**src/rtl/hp_pkg.sv**
```systemverilog
// Shared types and constants for the HP controller: state encoding, HP range
// and the saturating HP arithmetic used by every state.
package hp_pkg;

  localparam int HP_W = 3;
  localparam logic [HP_W-1:0] MAX_HP = 3'd7;

  typedef enum logic [1:0] {
    ALIVE  = 2'd0,
    INVULN = 2'd1,
    DEAD   = 2'd2
  } hp_state_t;

  // Sum is formed one bit wider so a large heal can never wrap past MAX_HP.
  function automatic logic [HP_W-1:0] sat_add(input logic [HP_W-1:0] a,
                                              input logic [HP_W:0]   b);
    logic [HP_W:0] sum;
    sum = {1'b0, a} + b;
    return (sum > {1'b0, MAX_HP}) ? MAX_HP : sum[HP_W-1:0];
  endfunction

  function automatic logic [HP_W-1:0] sat_sub(input logic [HP_W-1:0] a,
                                              input logic [HP_W-1:0] b);
    return (b >= a) ? '0 : a - b;
  endfunction

endpackage

```
**src/rtl/tick_timer.sv**
```systemverilog
// Loadable down-counter advanced by the frame tick; a load always wins over a
// decrement in the same cycle, and the count rests at zero.
module tick_timer #(
  parameter int W = 6
) (
  input  logic         clk,
  input  logic         rst_n,
  input  logic         load,
  input  logic [W-1:0] load_val,
  input  logic         tick,
  output logic [W-1:0] count,
  output logic         zero
);

  always_ff @(posedge clk or negedge rst_n) begin
    if (!rst_n) begin
      count <= '0;
    end else if (load) begin
      count <= load_val;
    end else if (tick && (count != '0)) begin
      count <= count - 1'b1;
    end
  end

  assign zero = (count == '0);

endmodule

```
**src/rtl/hp_controller.sv**
```systemverilog
// Player hit-point controller: damage, healing, slow regeneration, a post-hit
// invulnerability window and a timed respawn, all with registered outputs.
module hp_controller
  import hp_pkg::*;
#(
  parameter int INVULN_TICKS  = 16,
  parameter int REGEN_TICKS   = 64,
  parameter int RESPAWN_TICKS = 32
) (
  input  logic            Clk,
  input  logic            Reset_n,
  input  logic            tick,
  input  logic            damage,
  input  logic [HP_W-1:0] damage_amt,
  input  logic            heal,
  input  logic [HP_W-1:0] heal_amt,
  output logic [HP_W-1:0] hp,
  output logic            dead,
  output logic            invuln,
  output logic            hp_changed
);

  localparam int TMAX = (INVULN_TICKS > RESPAWN_TICKS) ? INVULN_TICKS : RESPAWN_TICKS;
  localparam int TW   = $clog2(TMAX + 1);
  localparam int RW   = $clog2(REGEN_TICKS + 1);

  hp_state_t       state, state_next;
  logic [HP_W-1:0] hp_next;
  logic [RW-1:0]   regen_cnt, regen_next;
  logic            regen_step;
  logic            tmr_load;
  logic [TW-1:0]   tmr_load_val, tmr_count;
  logic            tmr_zero, expire;
  logic            dmg_ok, heal_ok;

  assign dmg_ok  = damage && (damage_amt != '0);
  assign heal_ok = heal && (heal_amt != '0);
  // The window closes on the tick that takes the timer to zero.
  assign expire  = tmr_zero || (tick && (tmr_count == TW'(1)));

  tick_timer #(.W(TW)) u_timer (
    .clk      (Clk),
    .rst_n    (Reset_n),
    .load     (tmr_load),
    .load_val (tmr_load_val),
    .tick     (tick),
    .count    (tmr_count),
    .zero     (tmr_zero)
  );

  always_comb begin
    state_next   = state;
    hp_next      = hp;
    regen_next   = '0;
    regen_step   = 1'b0;
    tmr_load     = 1'b0;
    tmr_load_val = '0;
    case (state)
      ALIVE: begin
        if (dmg_ok) begin
          hp_next  = sat_sub(hp, damage_amt);
          tmr_load = 1'b1;
          if (hp_next == '0) begin
            state_next   = DEAD;
            tmr_load_val = TW'(RESPAWN_TICKS);
          end else begin
            state_next   = INVULN;
            tmr_load_val = TW'(INVULN_TICKS);
          end
        end else begin
          if (hp != MAX_HP) begin
            if (!tick) begin
              regen_next = regen_cnt;
            end else if (regen_cnt == RW'(REGEN_TICKS - 1)) begin
              regen_step = 1'b1;
            end else begin
              regen_next = regen_cnt + 1'b1;
            end
          end
          // A heal and a regen step landing together are summed, then saturated.
          hp_next = sat_add(hp, {1'b0, (heal_ok ? heal_amt : 3'd0)} + {3'b000, regen_step});
          if (hp_next == MAX_HP) begin
            regen_next = '0;
          end
        end
      end
      INVULN: begin
        if (heal_ok) begin
          hp_next = sat_add(hp, {1'b0, heal_amt});
        end
        if (expire) begin
          state_next = ALIVE;
        end
      end
      DEAD: begin
        if (expire) begin
          state_next   = INVULN;
          hp_next      = MAX_HP;
          tmr_load     = 1'b1;
          tmr_load_val = TW'(INVULN_TICKS);
        end
      end
      default: state_next = ALIVE;
    endcase
  end

  always_ff @(posedge Clk or negedge Reset_n) begin
    if (!Reset_n) begin
      state      <= ALIVE;
      hp         <= MAX_HP;
      regen_cnt  <= '0;
      dead       <= 1'b0;
      invuln     <= 1'b0;
      hp_changed <= 1'b0;
    end else begin
      state      <= state_next;
      hp         <= hp_next;
      regen_cnt  <= regen_next;
      dead       <= (state_next == DEAD);
      invuln     <= (state_next == INVULN);
      hp_changed <= (hp_next != hp);
    end
  end

endmodule
```
**config.mk**
```make
export PLATFORM = sky130hd
export DESIGN_NAME = hp_controller
export DESIGN_NICKNAME = d
export VERILOG_FILES = /design/src/rtl/hp_pkg.sv /design/src/rtl/tick_timer.sv /design/src/rtl/hp_controller.sv
export SDC_FILE = /design/constraint.sdc
export NUM_CORES = 1
export LEC_CHECK = 0
export ABC_AREA = 1
export CORE_AREA = 5 5 75 77
export DETAILED_ROUTE_END_ITERATION = 10
export DIE_AREA = 0 0 80 82
export PLACE_DENSITY = 0.49
export SETUP_SLACK_MARGIN = 0.5
export SLEW_MARGIN = 30
export SYNTH_ARGS = -nofsm -noshare
export SYNTH_HDL_FRONTEND = slang
export SYNTH_SLANG_ARGS = --single-unit
```
**constraint.sdc**
```tcl
create_clock -name Clk -period 4.1 [get_ports Clk]
set_input_delay 1.025 -clock Clk [delete_from_list [all_inputs] [get_ports Clk]]
set_output_delay 1.025 -clock Clk [all_outputs]
set_load 0.02 [all_outputs]
```
# Word level (Yosys, flattened, before mapping)
# Cells that the tools add are included.
[word_totals] reg_bits=21 word_cells=71
[classes] n_eq_ne=10 magnitude_cmp=3 n_addsub=6 muxes=33 n_reduce_logical=12
[op_table] operator="$mux W7" count=6
[op_table] operator="$mux W6" count=4
[op_table] operator="$mux W3" count=7
[op_table] operator="$pmux W6 S2" count=1
[op_table] operator="$pmux W3 S3" count=1
[op_table] operator="$gt A4 B3 Y1 const B" count=2
[op_table] operator="$mux W2" count=4
[op_table] operator="$add A7 B1 Y7 const B" count=1
[op_table] operator="$eq A7 B6 Y1 const B" count=1
[op_table] operator="$mux W1" count=7
[op_table] operator="$eq A6 B1 Y1 const B" count=1
[op_table] operator="$logic_not A6 Y1" count=1
[op_table] operator="$pmux W2 S3" count=1
[op_table] operator="$reduce_bool A3 Y1" count=2
[op_table] operator="$reduce_bool A6 Y1" count=1
[op_table] operator="$sub A6 B1 Y6 const B" count=1
[op_table] operator="$mux W5" count=1
[op_table] operator="$ne A5 B5 Y1 const B" count=1
[op_table] operator="$add A3 B1 Y4" count=1
[op_table] operator="$add A3 B3 Y4" count=1
[op_table] operator="$add A3 B4 Y4" count=1
[op_table] operator="$eq A2 B1 Y1 const B" count=2
[op_table] operator="$eq A2 B2 Y1 const B" count=2
[op_table] operator="$logic_and A1 B1 Y1" count=4
[op_table] operator="other kinds (10)" count=10

# Depth between registers and ports, before layout
# Gate-level depths: netlist of run 1.
[logic_depth] depth_word=14 mapped_depth=17 ltp_nobuf=17

# By module
# Synthesis of run 1 repeated with hierarchy kept, for this count alone.
[hier_totals] hier_cells=255 area_unflattened_um2=1785.5
[by_module_without_submodules] mod="hp_controller" cells_each=200 seq_area_each_um2=379.1 n_inst=1 area_per_inst_um2=1360.1
[by_module_without_submodules] mod="tick_timer" cells_each=55 seq_area_each_um2=150.1 n_inst=1 area_per_inst_um2=425.4

# Worst setup path before layout of run 1
# OpenSTA, ideal clock, no wires.
[synth_path] kind="in2reg" from="in heal_amt[0]" to="reg regen_cnt[0]" n_path_buf=0 t_arrival_ns=2.694 setup_ns=0.127 cell_stages=15 path_slack_ns=1.279 t_required_ns=3.973 path_cell_list="nor2_1 nand2_1 nand3_1 inv_1 fa_1 inv_1 fa_1 inv_1 nor2_1 nor2_1 nand2_1 nand2_2 inv_1 nand3_2 o21ai_0"
[synth_between] elab_chain_len=11 elab_cells_between_ends=12 cone_classes="2 x add/sub; 1 x order compare; 2 x eq/ne; 5 x mux; 2 x reduce/logical"
[synth_rtl] item="start, declared" line="hp_controller.sv:16" rtl="input logic [HP_W-1:0] heal_amt,"
[synth_rtl] item="$reduce_bool A3 Y1" line="hp_controller.sv:37" rtl="assign heal_ok = heal && (heal_amt != '0);"
[synth_rtl] item="$logic_and A1 B1 Y1" line="hp_controller.sv:37"
[synth_rtl] item="$mux W3 *" line="hp_controller.sv:81" rtl="hp_next = sat_add(hp, {1'b0, (heal_ok ? heal_amt : 3'd0)} + {3'b000, regen_step});"
[synth_rtl] item="$add A3 B1 Y4 *" line="hp_controller.sv:81"
[synth_rtl] item="$add A3 B4 Y4 *" line="hp_pkg.sv:18" rtl="sum = {1'b0, a} + b;"
[synth_rtl] item="$gt A4 B3 Y1" line="hp_pkg.sv:19" rtl="return (sum > {1'b0, MAX_HP}) ? MAX_HP : sum[HP_W-1:0];"
[synth_rtl] item="$mux W3 *" line="hp_pkg.sv:19"
[synth_rtl] item="$eq A3 B3 Y1 *" line="hp_controller.sv:82" rtl="if (hp_next == MAX_HP) begin"
[synth_rtl] item="$mux W7" line="hp_controller.sv:82"
[synth_rtl] item="$mux W7" line="hp_controller.sv:60" rtl="if (dmg_ok) begin"
[synth_rtl] item="$mux W7" line="hp_controller.sv:58" rtl="case (state)"
[synth_rtl] item="end signal, assigned" line="hp_controller.sv:118" rtl="regen_cnt <= regen_next;"
[synth_rtl] item="end, declared" line="hp_controller.sv:29" rtl="logic [RW-1:0] regen_cnt, regen_next;"
# Every way passes the cells marked *; elsewhere a longest branch is shown, timed or not.
# A chain may end at the register's enable or synchronous reset.

# Worst setup path after layout of run 1
[layout_path] from="in tick" to="reg regen_cnt[0]"
[layout_between] elab_chain_len=12 elab_cells_between_ends=13 cone_classes="2 x add/sub; 1 x order compare; 2 x eq/ne; 8 x mux"
[layout_rtl] item="start, declared" line="hp_controller.sv:12" rtl="input logic tick,"
[layout_rtl] item="$mux W1" line="hp_controller.sv:72" rtl="if (!tick) begin"
[layout_rtl] item="$mux W1" line="hp_controller.sv:71" rtl="if (hp != MAX_HP) begin"
[layout_rtl] item="$mux W1" line="hp_controller.sv:60"
[layout_rtl] item="$mux W1" line="hp_controller.sv:58"
[layout_rtl] item="$add A3 B1 Y4" line="hp_controller.sv:81"
[layout_rtl] item="$add A3 B4 Y4" line="hp_pkg.sv:18"
[layout_rtl] item="$gt A4 B3 Y1" line="hp_pkg.sv:19"
[layout_rtl] item="$mux W3" line="hp_pkg.sv:19"
[layout_rtl] item="$eq A3 B3 Y1" line="hp_controller.sv:82"
[layout_rtl] item="$mux W7" line="hp_controller.sv:82"
[layout_rtl] item="$mux W7" line="hp_controller.sv:60"
[layout_rtl] item="$mux W7" line="hp_controller.sv:58"
# Several ways; a longest one is shown, not always the timed one. The select of a mux whose other input is x is not followed.

==> results of run 1 <==
[cells in the final DEF, fill, tap and decap left out, types with 4 or more instances in the layout]
master	n
a21oi_1	5
clkdlybuf4s50_1	15
dfrtp_1	18
fa_1	4
ha_1	12
inv_1	29
nand2_1	27
nand2_2	4
nand3_1	28
nand4_1	4
nor2_1	30
o21ai_0	12
xnor2_1	5
[layer usage]
metal,vias to the layer above,global-route usage
li1,741,-
met1,630,0.162
met2,15,0.197
met3,2,0.0230
met4,0,0.0253
met5,-,0
[where the power goes]
group / leakage (nW) / internal, mW / switching (mW)
Combinational: 0.613 / 0.281 / 0.409
Clock: 0.0228 / 0.0692 / 0.0687
Sequential: 0.262 / 0.287 / 0.0815
Total: 0.898 / 0.637 / 0.559
[logic make-up (layout without fill, tap and decap cells)]
group	count (synthesis)	in the layout	synth area share
and+or+nand+nor	105	105	0.310
DFF	21	21	0.321
buffers and inverters	31	52	0.0707
xor gates and xnor gates	8	8	0.0426
AOI/OAI and AO/OA	29	29	0.116
adders and majority gates	16	16	0.140
[worst min-delay path by stage]
| stage | end | slack, ns | cells after the start |
|---|---|---|---|
| floorplan | regen_cnt[0] | 0.49 | 1 |
| global placement | regen_cnt[0] | 0.52 | 1 |
| detailed placement | regen_cnt[0] | 0.53 | 1 |
| CTS | regen_cnt[0] | 0.54 | 1 |
| global route | regen_cnt[0] | 0.56 | 1 |
| finish | regen_cnt[0] | 0.53 | 1 |
[timing repair]
item | in CTS | in global routing
setup buffers | 0 | 0
endpoints found under the hold margin | 0 | 0
endpoints found under the setup margin | 0 | 1
gates resized for setup | 0 | 1
[area by class of cell]
type	count	share of cell area
Sequential cell	21	0.272
Multi-Input combinational cell	158	0.517
Timing Repair Buffer	17	0.0835
Clock buffer	4	0.0231
Tap cell	70	0.0450
Inverter	31	0.0597
[registers in the layout (all words and copies together) (netlist names)]
signal         count
regen_cnt          7
u_timer.count      6
hp                 3
state              2
dead               1
hp_changed         1
invuln             1
[per-stage QoR]
step	power, mW	utilization	instance area (sq um)	setup WS (ns)	hold WS [ns]
floorplan	0.876	-	1650	1.28	0.486
global placement	1.08	0.385	1900	0.506	0.517
detailed placement	1.07	0.384	1900	0.472	0.525
CTS	1.21	0.393	1940	0.736	0.537
global route	1.34	0.394	1950	0.538	0.562
finish	1.20	0.394	1950	0.860	0.528
[worst max-delay path: stages]
cell             delay (ns)
clkdlybuf4s50_1        0.49
inv_1                  0.07
nor4_2                 0.32
fa_1                   0.24
inv_1                  0.05
fa_1                   0.39
nand2_1                0.08
inv_1                  0.03
nor2_1                 0.08
nand3_1                0.10
nand2_1                0.10
nand2_2                0.09
inv_1                  0.09
nand3_2                0.10
o21ai_0                0.17
==> impl_metrics.py, run 1 <==
metrics = {
    "hold_path": {
        "hold_class": "reg -> reg",
        "hold_path.startpoint": "regen_cnt[0]",
    },
    "route": {
        "routed-wl-met2_um": 1610,
        "firstDrtPassIters": 4,
        "drc_errors": 0,
        "drtIter0Drc": 48,
        "highest_layer": "met4",
        "met1_length_um": 1820,
        "vias_per_cell": 4.61,
        "routed_wl_um": 3550,
        "drtAntennaViolNets": 0,
        "vias": 1388,
        "wire_per_inst_um": 11.8,
        "dr_wl_met3_um": 96,
    },
    "global_routing": {
        "grt_max_degree": 22,
        "grt_pass1_wl_um": 6100,
        "globalRouteOverflowTotal": 0,
        "grt_pass1_vias": 1343,
        "grt_usage": 0.119,
        "antenna_found_initial": 0,
    },
    "timing": {
        "tns_ns": 0,
        "period_needed_ns": 3.24,
        "slew_headroom": 0.675,
        "drv_slew": 0,
        "fmax_ghz": 0.309,
        "finClkSkew_ns": 0.00231,
        "hold_violations": 0,
        "timing.final.crit_share": 0.790,
        "rsz0062_at_grt": "no",
        "worstMarginPinSlew_ns": 0.488,
        "setup_viol": 0,
    },
    "yosys": {
        "syn-instance-count": 210,
        "yosys_warnings": 0,
        "synth.net_count": 237,
        "yosysUniqueCellTypes": 30,
        "ys_seq_elements": 21,
        "ys_top_cells_by_area": "dfrtp_1, ha_1, nand3_1",
        "synthArstFlopShare": 1.00,
        "synth.avg_cell_area_sq_um": 7.84,
        "synthFlopType": "dfrtp_1",
        "netlist_area_sq_mm": 0.00165,
        "synth_commonest_cells": "nor2_1, inv_1, nand3_1",
        "synth_top_area_frac": 0.274,
        "yosysTopAreaCell": "dfrtp_1",
        "ys_seq_area_frac": 0.321,
        "synth_most_common_cell": "nor2_1",
        "synth_edf_count": 0,
    },
    "floorplan": {
        "num_rows": 26,
        "start_util": 0.333,
        "die_h_um": 82,
        "io-pin-count": 17,
        "die-area_sq_mm": 0.00656,
        "design.core.area_sq_mm": 0.00494,
        "die_w_um": 80,
    },
    "cts": {
        "numCtsBuffers": 3,
        "clkTransAtPathRegs_ns": 0.08,
        "root_buffer": "clkbuf_8",
        "clk_latency_ns": 0.26,
        "clock_sinks": 21,
        "h-tree-depth": 1,
        "cts_tree": "yes",
        "cts.path.max_buffers": 2,
        "ctsHoldBuffers": 0,
    },
    "power_and_ir_drop": {
        "power_density_mw_per_mm2": 614,
        "p_leak_nw": 0.898,
        "peakVddDrop_mv": 0.261,
    },
    "worst_setup_path": {
        "end_kind": "flip-flop",
        "critPathKind": "in -> reg",
        "r2r-end": "regen_cnt[0]",
        "crit_arrival_ns": 3.42,
        "r2r_cells": 14,
        "r2r_slack_ns": 1.23,
        "crit_path_end": "regen_cnt[0]",
        "start_kind": "input pin",
        "startpoint": "tick",
        "cp_max_fo": 4,
        "r2r_start": "hp[1]",
        "required_ns": 4.28,
    },
    "finish": {
        "fin_nets": 259,
        "final_layout_size_suffix_gt1_frac": 0.126,
        "diodes": 0,
        "area_growth_pct": 18.3,
        "seq_area_sq_um": 529,
        "stdcell_count": 301,
        "fillCellCount": 517,
        "multi_input_area_sq_mm": 0.00101,
    },
    "job": {
        "maxCapViolCount": 0,
    },
    "placement": {
        "dp.cells": 297,
        "hpwl_um": 2860,
        "gp_congestion": 0.786,
        "portBuffers": 16,
    },
    "status": {
        "status": "finished clean",
    },
}
Note: power is estimated with default switching activity, not from simulation.
==> run 2: changes to the inputs <==
==> constraint.sdc (replaced) <==
create_clock -name Clk -period 3 [get_ports Clk]
set_input_delay 0.75 -clock Clk [delete_from_list [all_inputs] [get_ports Clk]]
set_output_delay 0.75 -clock Clk [all_outputs]
set_load 0.02 [all_outputs]
==> impl_metrics.py, run 2 (synthesized netlist as in run 1, its figures left out) <==
metrics = {
    "finish": {
        "diodes": 0,
        "utilization": 0.445,
        "regMostFlops": "regen_cnt",
        "fin_area_sq_mm": 0.00220,
        "area_growth_pct": 33.5,
        "final_layout_size_suffix_gt1_frac": 0.284,
        "multi_input_area_sq_mm": 0.00111,
        "stdcell_count": 320,
        "fillCellCount": 541,
        "final_common_cell": "nor2_1",
        "seq_area_sq_um": 529,
        "fin_nets": 278,
        "largest_reg_flops": 7,
        "mostFrequentLayoutCells": "nor2_1, nand2_1, inv_1",
        "reg.largest.list": "regen_cnt: 7 flops, u_timer.count: 6 flops, hp: 3 flops",
    },
    "route": {
        "routed_wl_um": 3940,
        "drtIter0Drc": 49,
        "drc_errors": 0,
        "drtAntennaViolNets": 0,
        "firstDrtPassIters": 4,
        "wire_per_inst_um": 12.3,
        "vias": 1507,
        "vias_per_cell": 4.71,
    },
    "worst_setup_path": {
        "critPathKind": "in -> reg",
        "crit_arrival_ns": 2.79,
        "required_ns": 3.15,
        "start_kind": "input pin",
        "cp_max_fo": 4,
        "path_common_cell": "inv_2",
        "crit_slowest_cell": "fa_2",
        "end_kind": "flip-flop",
        "worstPathCellList": "dlygate4sd2_1 > nor2_1 > nand2_2 > nand3_2 > inv_2 > fa_2 > inv_2 > fa_2 > inv_2 > nor2_4 > nor2_2 > nand2_1 > nand2_2 > buf_4 > buf_4 > nor3_2",
        "slowest_delay_ns": 0.43,
    },
    "global_routing": {
        "grt_usage": 0.128,
        "met3_usage": 0.0241,
        "globalRouteOverflowTotal": 0,
        "antenna_found_initial": 0,
        "met2_usage": 0.221,
        "met1_usage": 0.164,
        "top_usage_layer": "met2",
        "grt_pass1_vias": 1462,
        "grt_max_degree": 22,
        "grt_pass1_wl_um": 6580,
    },
    "floorplan": {
        "start_util": 0.333,
        "io-pin-count": 17,
        "num_rows": 26,
        "die_w_um": 80,
        "design.core.area_sq_mm": 0.00494,
        "die-area_sq_mm": 0.00656,
        "die_h_um": 82,
    },
    "placement": {
        "dpl_cell_area_sq_mm": 0.00199,
        "dp.cells": 307,
        "gp_congestion": 0.761,
        "portBuffers": 16,
        "hpwl_um": 2990,
    },
    "timing": {
        "worstMarginPinSlew_ns": 0.319,
        "finClkSkew_ns": 0.00249,
        "setup_viol": 0,
        "slew_headroom": 0.785,
        "period_needed_ns": 2.64,
        "timing.final.crit_share": 0.880,
        "hold_violations": 0,
        "rsz0062_at_grt": "yes",
        "drv_slew": 0,
        "fmax_ghz": 0.379,
    },
    "cts": {
        "cts.path.max_buffers": 2,
        "numCtsBuffers": 3,
        "cts_tree": "yes",
        "clock_sinks": 21,
        "clkTransAtPathRegs_ns": 0.07,
        "ctsHoldBuffers": 0,
        "clk_latency_ns": 0.26,
        "h-tree-depth": 1,
        "root_buffer": "clkbuf_8",
    },
    "hold_path": {
        "hold_class": "reg -> reg",
    },
    "job": {
        "maxCapViolCount": 0,
    },
    "power_and_ir_drop": {
        "power_density_mw_per_mm2": 808,
        "peakVddDrop_mv": 0.290,
        "totalPowerFinal_mw": 1.78,
        "p_leak_nw": 1.01,
    },
    "status": {
        "status": "finished clean",
    },
}
==> run 2: layer usage <==
metal	part of all wire	routed length (um)
met2	0.49	1930
met4	0.0084	33
met1	0.47	1860
met3	0.030	120
met5	0	0
==> run 2: report_power, final <==
part / switching, mW / internal (mW)
clock network: 0.0898 / 0.0946
registers: 0.0904 / 0.392
logic: 0.642 / 0.467
total: 0.823 / 0.953
==> run 2: final timing paths <==
| path | to | from | slack [ns] | depth (start not counted) |
|---|---|---|---|---|
| worst min-delay path | u_timer.count[5] | u_timer.count[5] | 0.57 | 1 |
| min in group asynchronous | regen_cnt[6] | Reset_n | 0.83 | 2 |
| worst max-delay path | regen_cnt[6] | heal_amt[1] | 0.36 | 16 |
| worst min register to register | u_timer.count[5] | u_timer.count[5] | 0.57 | 1 |
| max in group asynchronous | hp[1] | Reset_n | 1.89 | 2 |
| worst max register to register | regen_cnt[1] | regen_cnt[0] | 0.40 | 16 |
==> run 2: layout make-up <==
| cell class | count | share of cell area |
|---|---|---|
| Clock buffer | 4 | 0.0205 |
| Inverter | 31 | 0.0529 |
| Multi-Input combinational cell | 158 | 0.506 |
| Sequential cell | 21 | 0.241 |
| Tap cell | 70 | 0.0398 |
| Timing Repair Buffer | 36 | 0.140 |
==> run 2: metrics by stage <==
step	setup slack [ns]	TNS (ns)	hold WS (ns)
after floorplan	0.498	0	0.454
after global placement	-0.198	-1.48	0.522
after detailed placement	-0.228	-1.75	0.523
after CTS	0.241	0	0.568
after global routing	0.207	0	0.603
final	0.361	0	0.573
==> run 2: critical path, delay by kind of cell <==
family        cells  cell delay [ns]
fa+ha+maj         2             0.79
buf+inv           6             0.64
simple gates      8             0.59
==> run 2: timing repair <==
action                     CTS  global route
cloned                       0             0
setup endpoints to repair   10            10
pin swaps                    9            10
buffers inserted             5             4
gates resized for setup     19            15
